### src/rtl/placar_bcd_acumulador_pkg.sv
// Shared scoreboard definitions: accumulator FSM states, BCD limits and step direction.
// The display packer and the other team's accumulator import this package too.
package placar_pkg;

    typedef enum logic {
        OCIOSO = 1'b0,
        PASSO  = 1'b1
    } estado_t;

    localparam logic [3:0] BCD_MAX       = 4'd9;
    localparam logic       DIR_SOMA      = 1'b0;
    localparam logic       DIR_SUB       = 1'b1;
    localparam int         LIMITE_PADRAO = 99;

endpackage

### src/rtl/placar_bcd_acumulador_if.sv
// Point-request handshake plus the registered score outputs of one team's accumulator.
interface placar_bcd_acumulador_if;

    logic       pts_valid;
    logic       pts_ready;
    logic [1:0] pts_val;
    logic       pts_sub;
    logic       limpar;
    logic [3:0] unidade;
    logic [3:0] dezena;
    logic       saturou;
    logic       ocupado;

    modport master (
        output pts_valid, pts_val, pts_sub, limpar,
        input  pts_ready, unidade, dezena, saturou, ocupado
    );

    modport slave (
        input  pts_valid, pts_val, pts_sub, limpar,
        output pts_ready, unidade, dezena, saturou, ocupado
    );

endinterface

### src/rtl/placar_bcd_acumulador_bcd_passo.sv
// One BCD digit stepped by +1/-1 when i_carry is set; o_carry is the carry or borrow out.
module bcd_passo
    import placar_pkg::*;
(
    input  logic [3:0] i_digito,
    input  logic       i_dir,
    input  logic       i_carry,
    output logic [3:0] o_digito,
    output logic       o_carry
);

    // NOTE: every output gets a default first so no path leaves it unassigned (no latch).
    always_comb begin
        o_digito = i_digito;
        o_carry  = 1'b0;
        if (i_carry) begin
            if (i_dir == DIR_SOMA) begin
                if (i_digito >= BCD_MAX) begin
                    o_digito = 4'd0;
                    o_carry  = 1'b1;
                end else begin
                    o_digito = i_digito + 4'd1;
                end
            end else begin
                if (i_digito == 4'd0) begin
                    o_digito = BCD_MAX;
                    o_carry  = 1'b1;
                end else begin
                    o_digito = i_digito - 4'd1;
                end
            end
        end
    end

endmodule

### src/rtl/placar_bcd_acumulador.sv
// Per-team two-digit BCD score: accepts +/-1..3 requests and applies them one point per clock,
// saturating at LIMITE on add and clamping at 00 on subtract.
module placar_bcd_acumulador
    import placar_pkg::*;
#(
    parameter int LIMITE = LIMITE_PADRAO
)
(
    input  logic                    clk,
    input  logic                    rst,
    placar_bcd_acumulador_if.slave  bus
);

    localparam logic [3:0] LIM_DEZ = 4'(LIMITE / 10);
    localparam logic [3:0] LIM_UNI = 4'(LIMITE % 10);

    estado_t    r_estado,  w_prox_estado;
    logic [1:0] r_resta,   w_prox_resta;
    logic       r_dir,     w_prox_dir;
    logic [3:0] r_unidade, w_prox_unidade;
    logic [3:0] r_dezena,  w_prox_dezena;
    logic       r_saturou, w_prox_saturou;

    logic [3:0] w_uni_passo, w_dez_passo;
    logic       w_carry_uni, w_carry_dez;
    logic       w_aceita, w_no_limite, w_satura, w_trava;

    bcd_passo u_passo_uni (
        .i_digito (r_unidade),
        .i_dir    (r_dir),
        .i_carry  (1'b1),
        .o_digito (w_uni_passo),
        .o_carry  (w_carry_uni)
    );

    bcd_passo u_passo_dez (
        .i_digito (r_dezena),
        .i_dir    (r_dir),
        .i_carry  (w_carry_uni),
        .o_digito (w_dez_passo),
        .o_carry  (w_carry_dez)
    );

    assign bus.pts_ready = (r_estado == OCIOSO) && !bus.limpar && !rst;
    assign w_aceita      = bus.pts_valid && bus.pts_ready;
    assign w_no_limite   = (r_dezena == LIM_DEZ) && (r_unidade == LIM_UNI);
    // A carry/borrow out of the tens digit means the step would leave 00..99.
    assign w_satura      = (r_dir == DIR_SOMA) && (w_no_limite || w_carry_dez);
    assign w_trava       = (r_dir == DIR_SUB) && w_carry_dez;

    always_comb begin
        w_prox_estado  = r_estado;
        w_prox_resta   = r_resta;
        w_prox_dir     = r_dir;
        w_prox_unidade = r_unidade;
        w_prox_dezena  = r_dezena;
        w_prox_saturou = r_saturou;

        if (bus.limpar) begin
            w_prox_estado  = OCIOSO;
            w_prox_resta   = 2'd0;
            w_prox_unidade = 4'd0;
            w_prox_dezena  = 4'd0;
            w_prox_saturou = 1'b0;
        end else begin
            case (r_estado)
                OCIOSO: begin
                    if (w_aceita && (bus.pts_val != 2'd0)) begin
                        w_prox_resta  = bus.pts_val;
                        w_prox_dir    = bus.pts_sub;
                        w_prox_estado = PASSO;
                    end
                end
                PASSO: begin
                    if (w_satura) begin
                        w_prox_saturou = 1'b1;
                        w_prox_resta   = 2'd0;
                        w_prox_estado  = OCIOSO;
                    end else if (w_trava) begin
                        w_prox_resta   = 2'd0;
                        w_prox_estado  = OCIOSO;
                    end else begin
                        w_prox_unidade = w_uni_passo;
                        w_prox_dezena  = w_dez_passo;
                        w_prox_resta   = r_resta - 2'd1;
                        if (r_resta == 2'd1) begin
                            w_prox_estado = OCIOSO;
                        end
                    end
                end
                default: w_prox_estado = OCIOSO;
            endcase
        end
    end

    // NOTE: sequential state uses non-blocking assignments so all registers update together.
    always_ff @(posedge clk) begin
        if (rst) begin
            r_estado  <= OCIOSO;
            r_resta   <= 2'd0;
            r_dir     <= DIR_SOMA;
            r_unidade <= 4'd0;
            r_dezena  <= 4'd0;
            r_saturou <= 1'b0;
        end else begin
            r_estado  <= w_prox_estado;
            r_resta   <= w_prox_resta;
            r_dir     <= w_prox_dir;
            r_unidade <= w_prox_unidade;
            r_dezena  <= w_prox_dezena;
            r_saturou <= w_prox_saturou;
        end
    end

    assign bus.unidade = r_unidade;
    assign bus.dezena  = r_dezena;
    assign bus.saturou = r_saturou;
    assign bus.ocupado = (r_estado == PASSO);

endmodule

### src/flat_wrapper.sv
// flat-port wrapper written by rule: the top's interface ports become plain ports
module placar_bcd_acumulador_flat import placar_pkg::*;
#(
    parameter int LIMITE = LIMITE_PADRAO
)
  (clk, rst, bus_pts_valid, bus_pts_val, bus_pts_sub, bus_limpar, bus_pts_ready, bus_unidade, bus_dezena, bus_saturou, bus_ocupado);
  placar_bcd_acumulador_if bus_i ();
  input  logic clk;
  input  logic rst;
  input wire logic [$bits(bus_i.pts_valid)-1:0] bus_pts_valid;
  input wire logic [$bits(bus_i.pts_val)-1:0] bus_pts_val;
  input wire logic [$bits(bus_i.pts_sub)-1:0] bus_pts_sub;
  input wire logic [$bits(bus_i.limpar)-1:0] bus_limpar;
  output wire logic [$bits(bus_i.pts_ready)-1:0] bus_pts_ready;
  output wire logic [$bits(bus_i.unidade)-1:0] bus_unidade;
  output wire logic [$bits(bus_i.dezena)-1:0] bus_dezena;
  output wire logic [$bits(bus_i.saturou)-1:0] bus_saturou;
  output wire logic [$bits(bus_i.ocupado)-1:0] bus_ocupado;
  assign bus_i.pts_valid = bus_pts_valid;
  assign bus_i.pts_val = bus_pts_val;
  assign bus_i.pts_sub = bus_pts_sub;
  assign bus_i.limpar = bus_limpar;
  assign bus_pts_ready = bus_i.pts_ready;
  assign bus_unidade = bus_i.unidade;
  assign bus_dezena = bus_i.dezena;
  assign bus_saturou = bus_i.saturou;
  assign bus_ocupado = bus_i.ocupado;
  placar_bcd_acumulador #(.LIMITE(LIMITE)) u_core (.clk(clk), .rst(rst), .bus(bus_i));
endmodule
### config.mk
export PLATFORM = sky130hd
export DESIGN_NAME = placar_bcd_acumulador_flat
export DESIGN_NICKNAME = d
export VERILOG_FILES = /design/src/rtl/placar_bcd_acumulador_pkg.sv /design/src/rtl/placar_bcd_acumulador_if.sv /design/src/rtl/placar_bcd_acumulador_bcd_passo.sv /design/src/rtl/placar_bcd_acumulador.sv /design/src/flat_wrapper.sv
export SDC_FILE = /design/constraint.sdc
export NUM_CORES = 1
export LEC_CHECK = 0
export CAP_MARGIN = 20
export CORE_MARGIN = 1
export CORE_UTILIZATION = 35
export CTS_BUF_LIST = sky130_fd_sc_hd__clkbuf_4 sky130_fd_sc_hd__clkbuf_8
export DETAILED_ROUTE_END_ITERATION = 10
export PLACE_DENSITY = 0.67
export SYNTH_ARGS = -nofsm -noshare
export SYNTH_HDL_FRONTEND = slang
export SYNTH_SLANG_ARGS = --single-unit
export TNS_END_PERCENT = 100
### constraint.sdc
create_clock -name clk -period 3.8 [get_ports clk]
set_input_delay 0.57 -clock clk [delete_from_list [all_inputs] [get_ports clk]]
set_output_delay 0.57 -clock clk [all_outputs]
set_load 0.005 [all_outputs]
==> implementation parameters, run 1 <==
Parameter                              Value

Status
  Outcome ... finished clean

Timing
  Final worst-path setup slack ... 1.17 ns
  RSZ-0062 raised after global routing ... false
  Post-Route Setup TNS ... 0 ns
  Maximum clock frequency ... 0.380 GHz
  Final period demand of the worst path ... 2.63 ns
  Slew of the pin with the lowest slew margin ... 0.659 ns
  Hold Violations, Final ... 0
  Headroom to the max-slew limit ... 55.7%
  Final Setup Violations ... 0
  Clk_skew ... 0.00535 ns
  Number of pins with negative max-slew slack in the final report ... 0
  Share of the clock period used by the worst path ... 69.2%

GRT
  Global-route usage over all layers ... 16.3%
  Global-route wire length before repair ... 4060 um
  Via count of the first global-routing pass ... 894
  Remaining Overflow, GRT ... 0
  Initial antenna violation count ... 0
  Maximum number of pins on one net before global-route repair ... 18

Detailed routing
  Average detailed-routed wire length per instance ... 13.8 um
  Post-route DRC ... 0
  1st-pass router iterations ... 4
  Antenna Violating Nets Remaining ... 0
  Via total after detailed routing ... 984
  Iteration-0 DRC Markers ... 39
  Via-per-instance ratio ... 5.72
  Routed wire length ... 2370 um

Floorplan
  Die boundary width ... 56.0 um
  Die area ... 3130 um2
  Placeable Area ... 2760 um2
  Num ports ... 18
  Standard-cell rows ... 19
  Initial core utilization ... 37.0%
  Vertical die dimension ... 56.0 um

Synth
  Adder-cell area share of the yosys netlist ... 11.0%
  Library cell with the largest summed area after synthesis ... sky130_fd_sc_hd__dfxtp_1
  Area share of and/or/nand/nor cells after synthesis ... 25.4%
  Flops & latches, synth ... 13
  Mean Syn Cell Area ... 8.03 um2
  Ranking of synthesized cells by area ... sky130_fd_sc_hd__dfxtp_1 (26%), sky130_fd_sc_hd__ha_1 (11%), sky130_fd_sc_hd__nor2_1 (7.0%)
  Synth top area share ... 25.5%
  Number of instances in the synthesized netlist ... 127
  Sequential-to-total area share from yosys stat ... 25.5%
  Combinational family with the most area after synthesis ... compound AO/OA/AOI/OAI gates
  Yosys warnings ... 0
  Synthesized netlist net count ... 143
  Fraction of synthesized cell area in xor and xnor cells ... 0.859%
  Number of distinct library cell variants in the gate-level netlist after synthesis ... 39
  Combined area of all synthesized cells ... 1020 um2
  Mux cell area share after synthesis ... 2.94%
  Compound-cell area share of the yosys netlist ... 28.8%

Hold path
  Cell depth of the worst min-delay path ... 2
  Hold Path Sink ... u_core.bus.saturou
  Worst Hold Class ... reg2reg
  Source of the worst hold timing path ... u_core.bus.saturou

Clocking
  Number of setup buffers added after CTS ... 0
  Clock slew at reported path FFs ... 0.08 ns
  Number of hold buffers added after cts ... 0
  Number of resized instances in the post-cts repair step ... 0
  Clock root buffer ... sky130_fd_sc_hd__clkbuf_4
  CTS tree ... done
  Total clock sinks ... 13
  Max Root-Sink Buffers ... 2
  Number of H-tree levels ... 1
  Clock latency on the worst-skew pair ... 0.28 ns
  CTS Buf Count ... 3

Run
  Number of max-capacitance violations reported ... 0

Critical path
  End of the worst register-to-register path ... u_core.bus.unidade[2]
  Maximum fanout along the worst path ... 13
  Arrival time reported for the critical path endpoint ... 2.06 ns
  Endpoint class of the critical path ... primary output
  Startpoint type of the worst setup path ... primary input
  Crit path required time ... 3.23 ns
  R2R setup slack ... 1.58 ns
  Origin of the critical flop-to-flop path ... u_core.bus.dezena[1]
  Critical Setup Path Class ... in2out
  Reg2reg path depth ... 7

Cells and area
  Share of cells above drive strength 1 ... 7.80%
  Layout overhead on the synthesized area ... 20.6%
  Final non-filler cell area ... 1230 um2
  ANT cells ... 0
  Number of nets in the layout ... 158

Placement
  Place WS ... 1.16 ns
  Cell area after placement ... 1200 um2
  Total of buffers placed on input and output ports ... 17
  Placed wire-length estimate after detailed placement ... 1670 um
  Routability congestion estimate from global placement ... 0.854

Power
  Pwr/cell area ... 226 nW/um2
  Pleak ... 0.422 nW
  Peak ir drop on the vdd network ... 0.150 mV
==> synth_stat cells <==
| cell type | n |
|---|---|
| sky130_fd_sc_hd__buf_2 | 2 |
| sky130_fd_sc_hd__clkbuf_1 | 5 |
| sky130_fd_sc_hd__a211oi_1 | 5 |
| sky130_fd_sc_hd__a21oi_1 | 7 |
| sky130_fd_sc_hd__inv_2 | 1 |
| sky130_fd_sc_hd__inv_1 | 6 |
| sky130_fd_sc_hd__nor2_1 | 19 |
| sky130_fd_sc_hd__a311oi_1 | 3 |
| sky130_fd_sc_hd__dfxtp_1 | 13 |
| sky130_fd_sc_hd__nor2b_1 | 2 |
| sky130_fd_sc_hd__nor3b_1 | 1 |
| sky130_fd_sc_hd__o21ai_1 | 2 |
| sky130_fd_sc_hd__o21a_1 | 1 |
| sky130_fd_sc_hd__xnor2_1 | 1 |
| sky130_fd_sc_hd__a32o_1 | 1 |
| sky130_fd_sc_hd__nor3_1 | 2 |
| sky130_fd_sc_hd__or2_1 | 2 |
| sky130_fd_sc_hd__nor3_4 | 1 |
| sky130_fd_sc_hd__or3_1 | 2 |
| sky130_fd_sc_hd__mux2i_1 | 3 |
| sky130_fd_sc_hd__a21oi_2 | 1 |
| sky130_fd_sc_hd__a31o_4 | 1 |
| sky130_fd_sc_hd__or3b_4 | 1 |
| sky130_fd_sc_hd__nand4_1 | 3 |
| sky130_fd_sc_hd__o32a_1 | 1 |
| sky130_fd_sc_hd__nand3_1 | 3 |
| sky130_fd_sc_hd__a31oi_1 | 3 |
| sky130_fd_sc_hd__o22a_1 | 1 |
| sky130_fd_sc_hd__nand2b_1 | 3 |
| sky130_fd_sc_hd__o2bb2ai_1 | 1 |
| sky130_fd_sc_hd__nor4_1 | 1 |
| sky130_fd_sc_hd__ha_1 | 9 |
| sky130_fd_sc_hd__o41ai_4 | 1 |
| sky130_fd_sc_hd__a22o_1 | 2 |
| sky130_fd_sc_hd__a21o_1 | 2 |
| sky130_fd_sc_hd__o21ai_0 | 7 |
| sky130_fd_sc_hd__and4bb_2 | 1 |
| sky130_fd_sc_hd__nand2_1 | 6 |
| sky130_fd_sc_hd__nand4bb_1 | 1 |
==> layout make-up <==
cell class | count | area, um2
Fill cell | 286 | 1530
Multi-Input combinational cell | 100 | 704
Sequential cell | 13 | 260
Timing Repair Buffer | 17 | 170
Tap cell | 31 | 38.8
Clock buffer | 4 | 30.0
Inverter | 7 | 26.3
==> flip-flops by register name, summed over array words and instances (netlist names) <==
| name | flops |
|---|---|
| u_core.bus.dezena | 4 |
| u_core.r_dir | 1 |
| u_core.bus.saturou | 1 |
| u_core.bus.unidade | 4 |
| u_core.bus.ocupado | 1 |
| u_core.r_resta | 2 |
==> critical path: stages <==
cell	delay, ns
sky130_fd_sc_hd__clkdlybuf4s50_1	0.43
sky130_fd_sc_hd__or2_1	0.40
sky130_fd_sc_hd__nor2_1	0.15
sky130_fd_sc_hd__clkdlybuf4s50_1	0.51
==> routing by layer <==
layer	routed length, um	vias to the layer above	GRT usage [%]
met3	128	2	3.72
met2	1050	24	25.9
met1	1170	469	21.3
li1	-	489	-
met4	19	0	6.27
met5	0	-	0
==> report_power, final <==
| part | total, mW | switching, mW | internal, mW |
|---|---|---|---|
| Clock | 0.0952 | 0.0473 | 0.0479 |
| Combinational | 0.0391 | 0.0195 | 0.0196 |
| Sequential | 0.143 | 0.00485 | 0.138 |
==> how the worst max path moves through the flow <==
| stage | start | cells past startpoint | slack, ns | to |
|---|---|---|---|---|
| global route | rst | 4 | 1.08 | bus_pts_ready |
| floorplan | u_core.bus.dezena[1] | 7 | 1.80 | u_core.bus.dezena[3] |
| CTS | rst | 4 | 1.16 | bus_pts_ready |
| global placement | rst | 4 | 1.18 | bus_pts_ready |
| finish | rst | 4 | 1.17 | bus_pts_ready |
| detailed placement | bus_limpar | 4 | 1.16 | bus_pts_ready |
==> cells by family after synthesis <==
| family | after synthesis |
|---|---|
| AOI/OAI and AO/OA | 39 |
| xor gates and xnor gates | 1 |
| adders and majority gates | 9 |
| buffers and inverters | 14 |
| DFF | 13 |
| muxes | 3 |
| and+or+nand+nor | 48 |
==> cells in the final DEF, fill, tap and decap left out, types with 2 or more instances in the layout <==
cell type / count
sky130_fd_sc_hd__nor2_1: 19
sky130_fd_sc_hd__clkdlybuf4s50_1: 17
sky130_fd_sc_hd__dfxtp_1: 13
sky130_fd_sc_hd__ha_1: 9
sky130_fd_sc_hd__o21ai_0: 7
sky130_fd_sc_hd__a21oi_1: 7
sky130_fd_sc_hd__inv_1: 6
sky130_fd_sc_hd__nand2_1: 6
sky130_fd_sc_hd__a211oi_1: 5
sky130_fd_sc_hd__clkbuf_4: 4
sky130_fd_sc_hd__nand2b_1: 3
sky130_fd_sc_hd__a31oi_1: 3
sky130_fd_sc_hd__mux2i_1: 3
sky130_fd_sc_hd__nand3_1: 3
sky130_fd_sc_hd__nand4_1: 3
sky130_fd_sc_hd__a311oi_1: 3
sky130_fd_sc_hd__or2_1: 2
sky130_fd_sc_hd__or3_1: 2
sky130_fd_sc_hd__nor3_1: 2
sky130_fd_sc_hd__nor2b_1: 2
sky130_fd_sc_hd__a21o_1: 2
sky130_fd_sc_hd__o21ai_1: 2
sky130_fd_sc_hd__a22o_1: 2
==> metrics by stage <==
step                hold WS (ns)  std cells  utilization, %  power, mW
floorplan                  0.461        127               -      0.170
global placement           0.463        168            43.5      0.184
detailed placement         0.471        168            43.5      0.185
CTS                        0.488        172            44.6      0.281
global route               0.524        172            44.6      0.292
finish                     0.484        172            44.6      0.278
Power figures use the tool's default switching activity.
==> inputs of run 2 (changes only) <==
--- a/config.mk
+++ b/config.mk
@@ -10,7 +10,7 @@
 export CORE_UTILIZATION = 35
 export CTS_BUF_LIST = sky130_fd_sc_hd__clkbuf_4 sky130_fd_sc_hd__clkbuf_8
 export DETAILED_ROUTE_END_ITERATION = 10
-export PLACE_DENSITY = 0.67
+export PLACE_DENSITY = 0.69
 export SYNTH_ARGS = -nofsm -noshare
 export SYNTH_HDL_FRONTEND = slang
 export SYNTH_SLANG_ARGS = --single-unit
==> constraint.sdc (replaced) <==
create_clock -name clk -period 2.22 [get_ports clk]
set_input_delay 0.333 -clock clk [delete_from_list [all_inputs] [get_ports clk]]
set_output_delay 0.333 -clock clk [all_outputs]
set_load 0.005 [all_outputs]
==> run 2 against run 1 <==
Global-route usage decreased by 0.13 points. Critical path depth rose by 3. Non-clock buffer count up 9. Register-to-register slack lost 1.5 ns. Design area increased by 5.6%. Wire length up 3.5%. Flip-flop and latch count is the same. Critical path type is now reg2reg. Power rose by 74%. Cell count rose by 5.2%.
==> implementation parameters, run 2 (same netlist as run 1, synthesis figures left out) <==
Parameter                              Value

Cells and area
  ANT cells ... 0 (unchanged)
  Layout overhead on the synthesized area ... 27.4% (was 20.6%)
  Share of cells above drive strength 1 ... 14.0% (was 7.80%)
  Leading cell type in the layout, fill and taps excluded ... sky130_fd_sc_hd__nor2_1 (unchanged)
  Most used cells in the layout excluding fill and tap cells ... sky130_fd_sc_hd__nor2_1 (19), sky130_fd_sc_hd__clkdlybuf4s50_1 (17), sky130_fd_sc_hd__dfxtp_1 (12) (was sky130_fd_sc_hd__nor2_1 (19), sky130_fd_sc_hd__clkdlybuf4s50_1 (17), sky130_fd_sc_hd__dfxtp_1 (13))
  Number of nets in the layout ... 167 (was 158)
  Final non-filler cell area ... 1300 um2 (was 1230 um2)

Clocking
  Number of hold buffers added after cts ... 0 (unchanged)
  CTS tree ... done (unchanged)
  Clock slew at reported path FFs ... 0.09 ns (was 0.08 ns)
  CTS Buf Count ... 3 (unchanged)
  Clock root buffer ... sky130_fd_sc_hd__clkbuf_4 (unchanged)
  Number of H-tree levels ... 1 (unchanged)
  Total clock sinks ... 13 (unchanged)
  Clock latency on the worst-skew pair ... 0.28 ns (about the same)
  Max Root-Sink Buffers ... 2 (unchanged)

Critical path
  Endpoint class of the critical path ... flip-flop (was primary output)
  Maximum fanout along the worst path ... 7 (was 13)
  Arrival time reported for the critical path endpoint ... 2.32 ns (was 2.06 ns)
  Crit path required time ... 2.42 ns (was 3.23 ns)
  End of the worst register-to-register path ... u_core.bus.dezena[2] (was u_core.bus.unidade[2])
  Startpoint type of the worst setup path ... flip-flop (was primary input)
  R2R setup slack ... 0.09 ns (was 1.58 ns)
  Reg2reg path depth ... 7 (unchanged)
  Origin of the critical flop-to-flop path ... u_core.bus.dezena[1] (unchanged)
  Critical Setup Path Class ... reg2reg (was in2out)

Detailed routing
  Via total after detailed routing ... 1027 (was 984)
  Routed wire length ... 2450 um (was 2370 um)
  Antenna Violating Nets Remaining ... 0 (unchanged)
  Via-per-instance ratio ... 5.67 (was 5.72)
  Iteration-0 DRC Markers ... 24 (was 39)
  Average detailed-routed wire length per instance ... 13.5 um (was 13.8 um)
  1st-pass router iterations ... 4 (unchanged)
  Post-route DRC ... 0 (unchanged)

Timing
  Hold Violations, Final ... 0 (unchanged)
  Post-Route Setup TNS ... 0 ns (unchanged)
  Headroom to the max-slew limit ... 58.7% (was 55.7%)
  Final Setup Violations ... 0 (unchanged)
  Slew of the pin with the lowest slew margin ... 0.618 ns (was 0.659 ns)
  Clk_skew ... 0.00805 ns (was 0.00535 ns)
  Number of pins with negative max-slew slack in the final report ... 0 (unchanged)
  Maximum clock frequency ... 0.470 GHz
  Share of the clock period used by the worst path ... 95.8%
  Final period demand of the worst path ... 2.13 ns
  RSZ-0062 raised after global routing ... false (unchanged)

Floorplan
  Initial core utilization ... 37.0% (unchanged)
  Placeable Area ... 2760 um2 (unchanged)
  Vertical die dimension ... 56.0 um (unchanged)
  Die area ... 3130 um2 (unchanged)
  Standard-cell rows ... 19 (unchanged)
  Die boundary width ... 56.0 um (unchanged)
  Num ports ... 18 (unchanged)

Hold path
  Worst Hold Class ... reg2reg (unchanged)
  Source of the worst hold timing path ... u_core.bus.saturou (unchanged)
  Cell depth of the worst min-delay path ... 2 (unchanged)
  Hold Path Sink ... u_core.bus.saturou (unchanged)

Run
  Number of max-capacitance violations reported ... 0 (unchanged)

Placement
  Total of buffers placed on input and output ports ... 17 (unchanged)
  Cell area after placement ... 1260 um2 (was 1200 um2)
  Routability congestion estimate from global placement ... 0.836 (was 0.854)
  Placed wire-length estimate after detailed placement ... 1830 um (was 1670 um)

GRT
  Initial antenna violation count ... 0 (unchanged)
  Remaining Overflow, GRT ... 0 (unchanged)
  Global-route usage over all layers ... 16.1% (was 16.3%)
  Maximum number of pins on one net before global-route repair ... 18 (unchanged)
  Via count of the first global-routing pass ... 940 (was 894)
  Global-route wire length before repair ... 4130 um (was 4060 um)

Power
  Pleak ... 0.468 nW (was 0.422 nW)
  Pwr/cell area ... 372 nW/um2 (was 226 nW/um2)
  Peak ir drop on the vdd network ... 0.273 mV (was 0.150 mV)

Status
  Outcome ... finished clean (unchanged)
==> run 2: cell count changes in the layout (fill, tap and decap cells not counted), sizes merged <==
cell,change
buf,+9
==> run 2: critical path: stages, from the launching register on <==
cell                       delay [ns]
sky130_fd_sc_hd__dfxtp_2         0.38
sky130_fd_sc_hd__inv_1           0.09
sky130_fd_sc_hd__ha_1            0.22
sky130_fd_sc_hd__or3b_4          0.39
sky130_fd_sc_hd__a31o_4          0.27
sky130_fd_sc_hd__nor3_4          0.32
sky130_fd_sc_hd__a21oi_1         0.11
sky130_fd_sc_hd__a311oi_1        0.25
==> run 2: area by class of cell <==
class / instances / area (um2)
Clock buffer: 4 / 30.0
Fill cell: 280 / 1460
Sequential cell: 13 / 262
Multi-Input combinational cell: 100 / 704
Timing Repair Buffer: 26 / 238
Tap cell: 31 / 38.8
Inverter: 7 / 26.3
==> run 2: repair_timing <==
item                       in CTS  in global routing
setup endpoints to repair       0                  5
resized for setup               0                  2
buffers inserted                0                  1
==> run 2: how the worst max path moves through the flow <==
stage	startpoint	end	slack (ns)	cells past startpoint
2_1_floorplan	u_core.bus.dezena[1]	u_core.bus.dezena[3]	0.22	7
3_3_place_gp	u_core.bus.dezena[1]	u_core.bus.dezena[2]	0.16	7
3_5_place_dp	u_core.bus.dezena[1]	u_core.bus.dezena[2]	0.07	7
4_1_cts	u_core.bus.dezena[1]	u_core.bus.dezena[2]	0.04	7
5_1_grt	u_core.bus.dezena[1]	u_core.bus.dezena[2]	0.0004	7
6_report	u_core.bus.dezena[1]	u_core.bus.dezena[2]	0.09	7
==> run 2: where the power goes <==
group,leakage (nW),switching (mW),internal (mW)
Combinational,0.344,0.0347,0.0391
Clock,0.0184,0.0821,0.0820
Sequential,0.106,0.00805,0.237
==> run 2: metrics by stage <==
stage / utilization (%) / total power [mW] / hold slack [ns] / worst slack, ns / std cells
2_1_floorplan: - / 0.290 / 0.405 / 0.216 / 127
4_1_cts: 46.8 / 0.490 / 0.510 / 0.0415 / 180
3_3_place_gp: 45.7 / 0.322 / 0.463 / 0.164 / 176
3_5_place_dp: 45.7 / 0.324 / 0.489 / 0.0668 / 176
5_1_grt: 47.1 / 0.506 / 0.533 / 0.000368 / 181
6_report: 47.1 / 0.483 / 0.509 / 0.0938 / 181
==> run 2: routing by layer <==
metal	vias up	GRT usage [%]	share of wire, %
met3	2	4.42	5.1
met4	0	2.09	0.33
met1	480	22.0	48
met5	-	0	0
li1	517	-	-
met2	28	26.2	47
==> inputs of run 3 (changes only) <==
--- a/config.mk
+++ b/config.mk
@@ -5,7 +5,7 @@
 export SDC_FILE = /design/constraint.sdc
 export NUM_CORES = 1
 export LEC_CHECK = 0
-export CAP_MARGIN = 20
+export ABC_AREA = 0
 export CORE_MARGIN = 1
 export CORE_UTILIZATION = 35
 export CTS_BUF_LIST = sky130_fd_sc_hd__clkbuf_4 sky130_fd_sc_hd__clkbuf_8
@@ -14,4 +14,4 @@
 export SYNTH_ARGS = -nofsm -noshare
 export SYNTH_HDL_FRONTEND = slang
 export SYNTH_SLANG_ARGS = --single-unit
-export TNS_END_PERCENT = 100
+export TNS_END_PERCENT = 10
==> results of run 3 <==
Same layout as run 2: the final DEF is identical, and so are final timing and power.
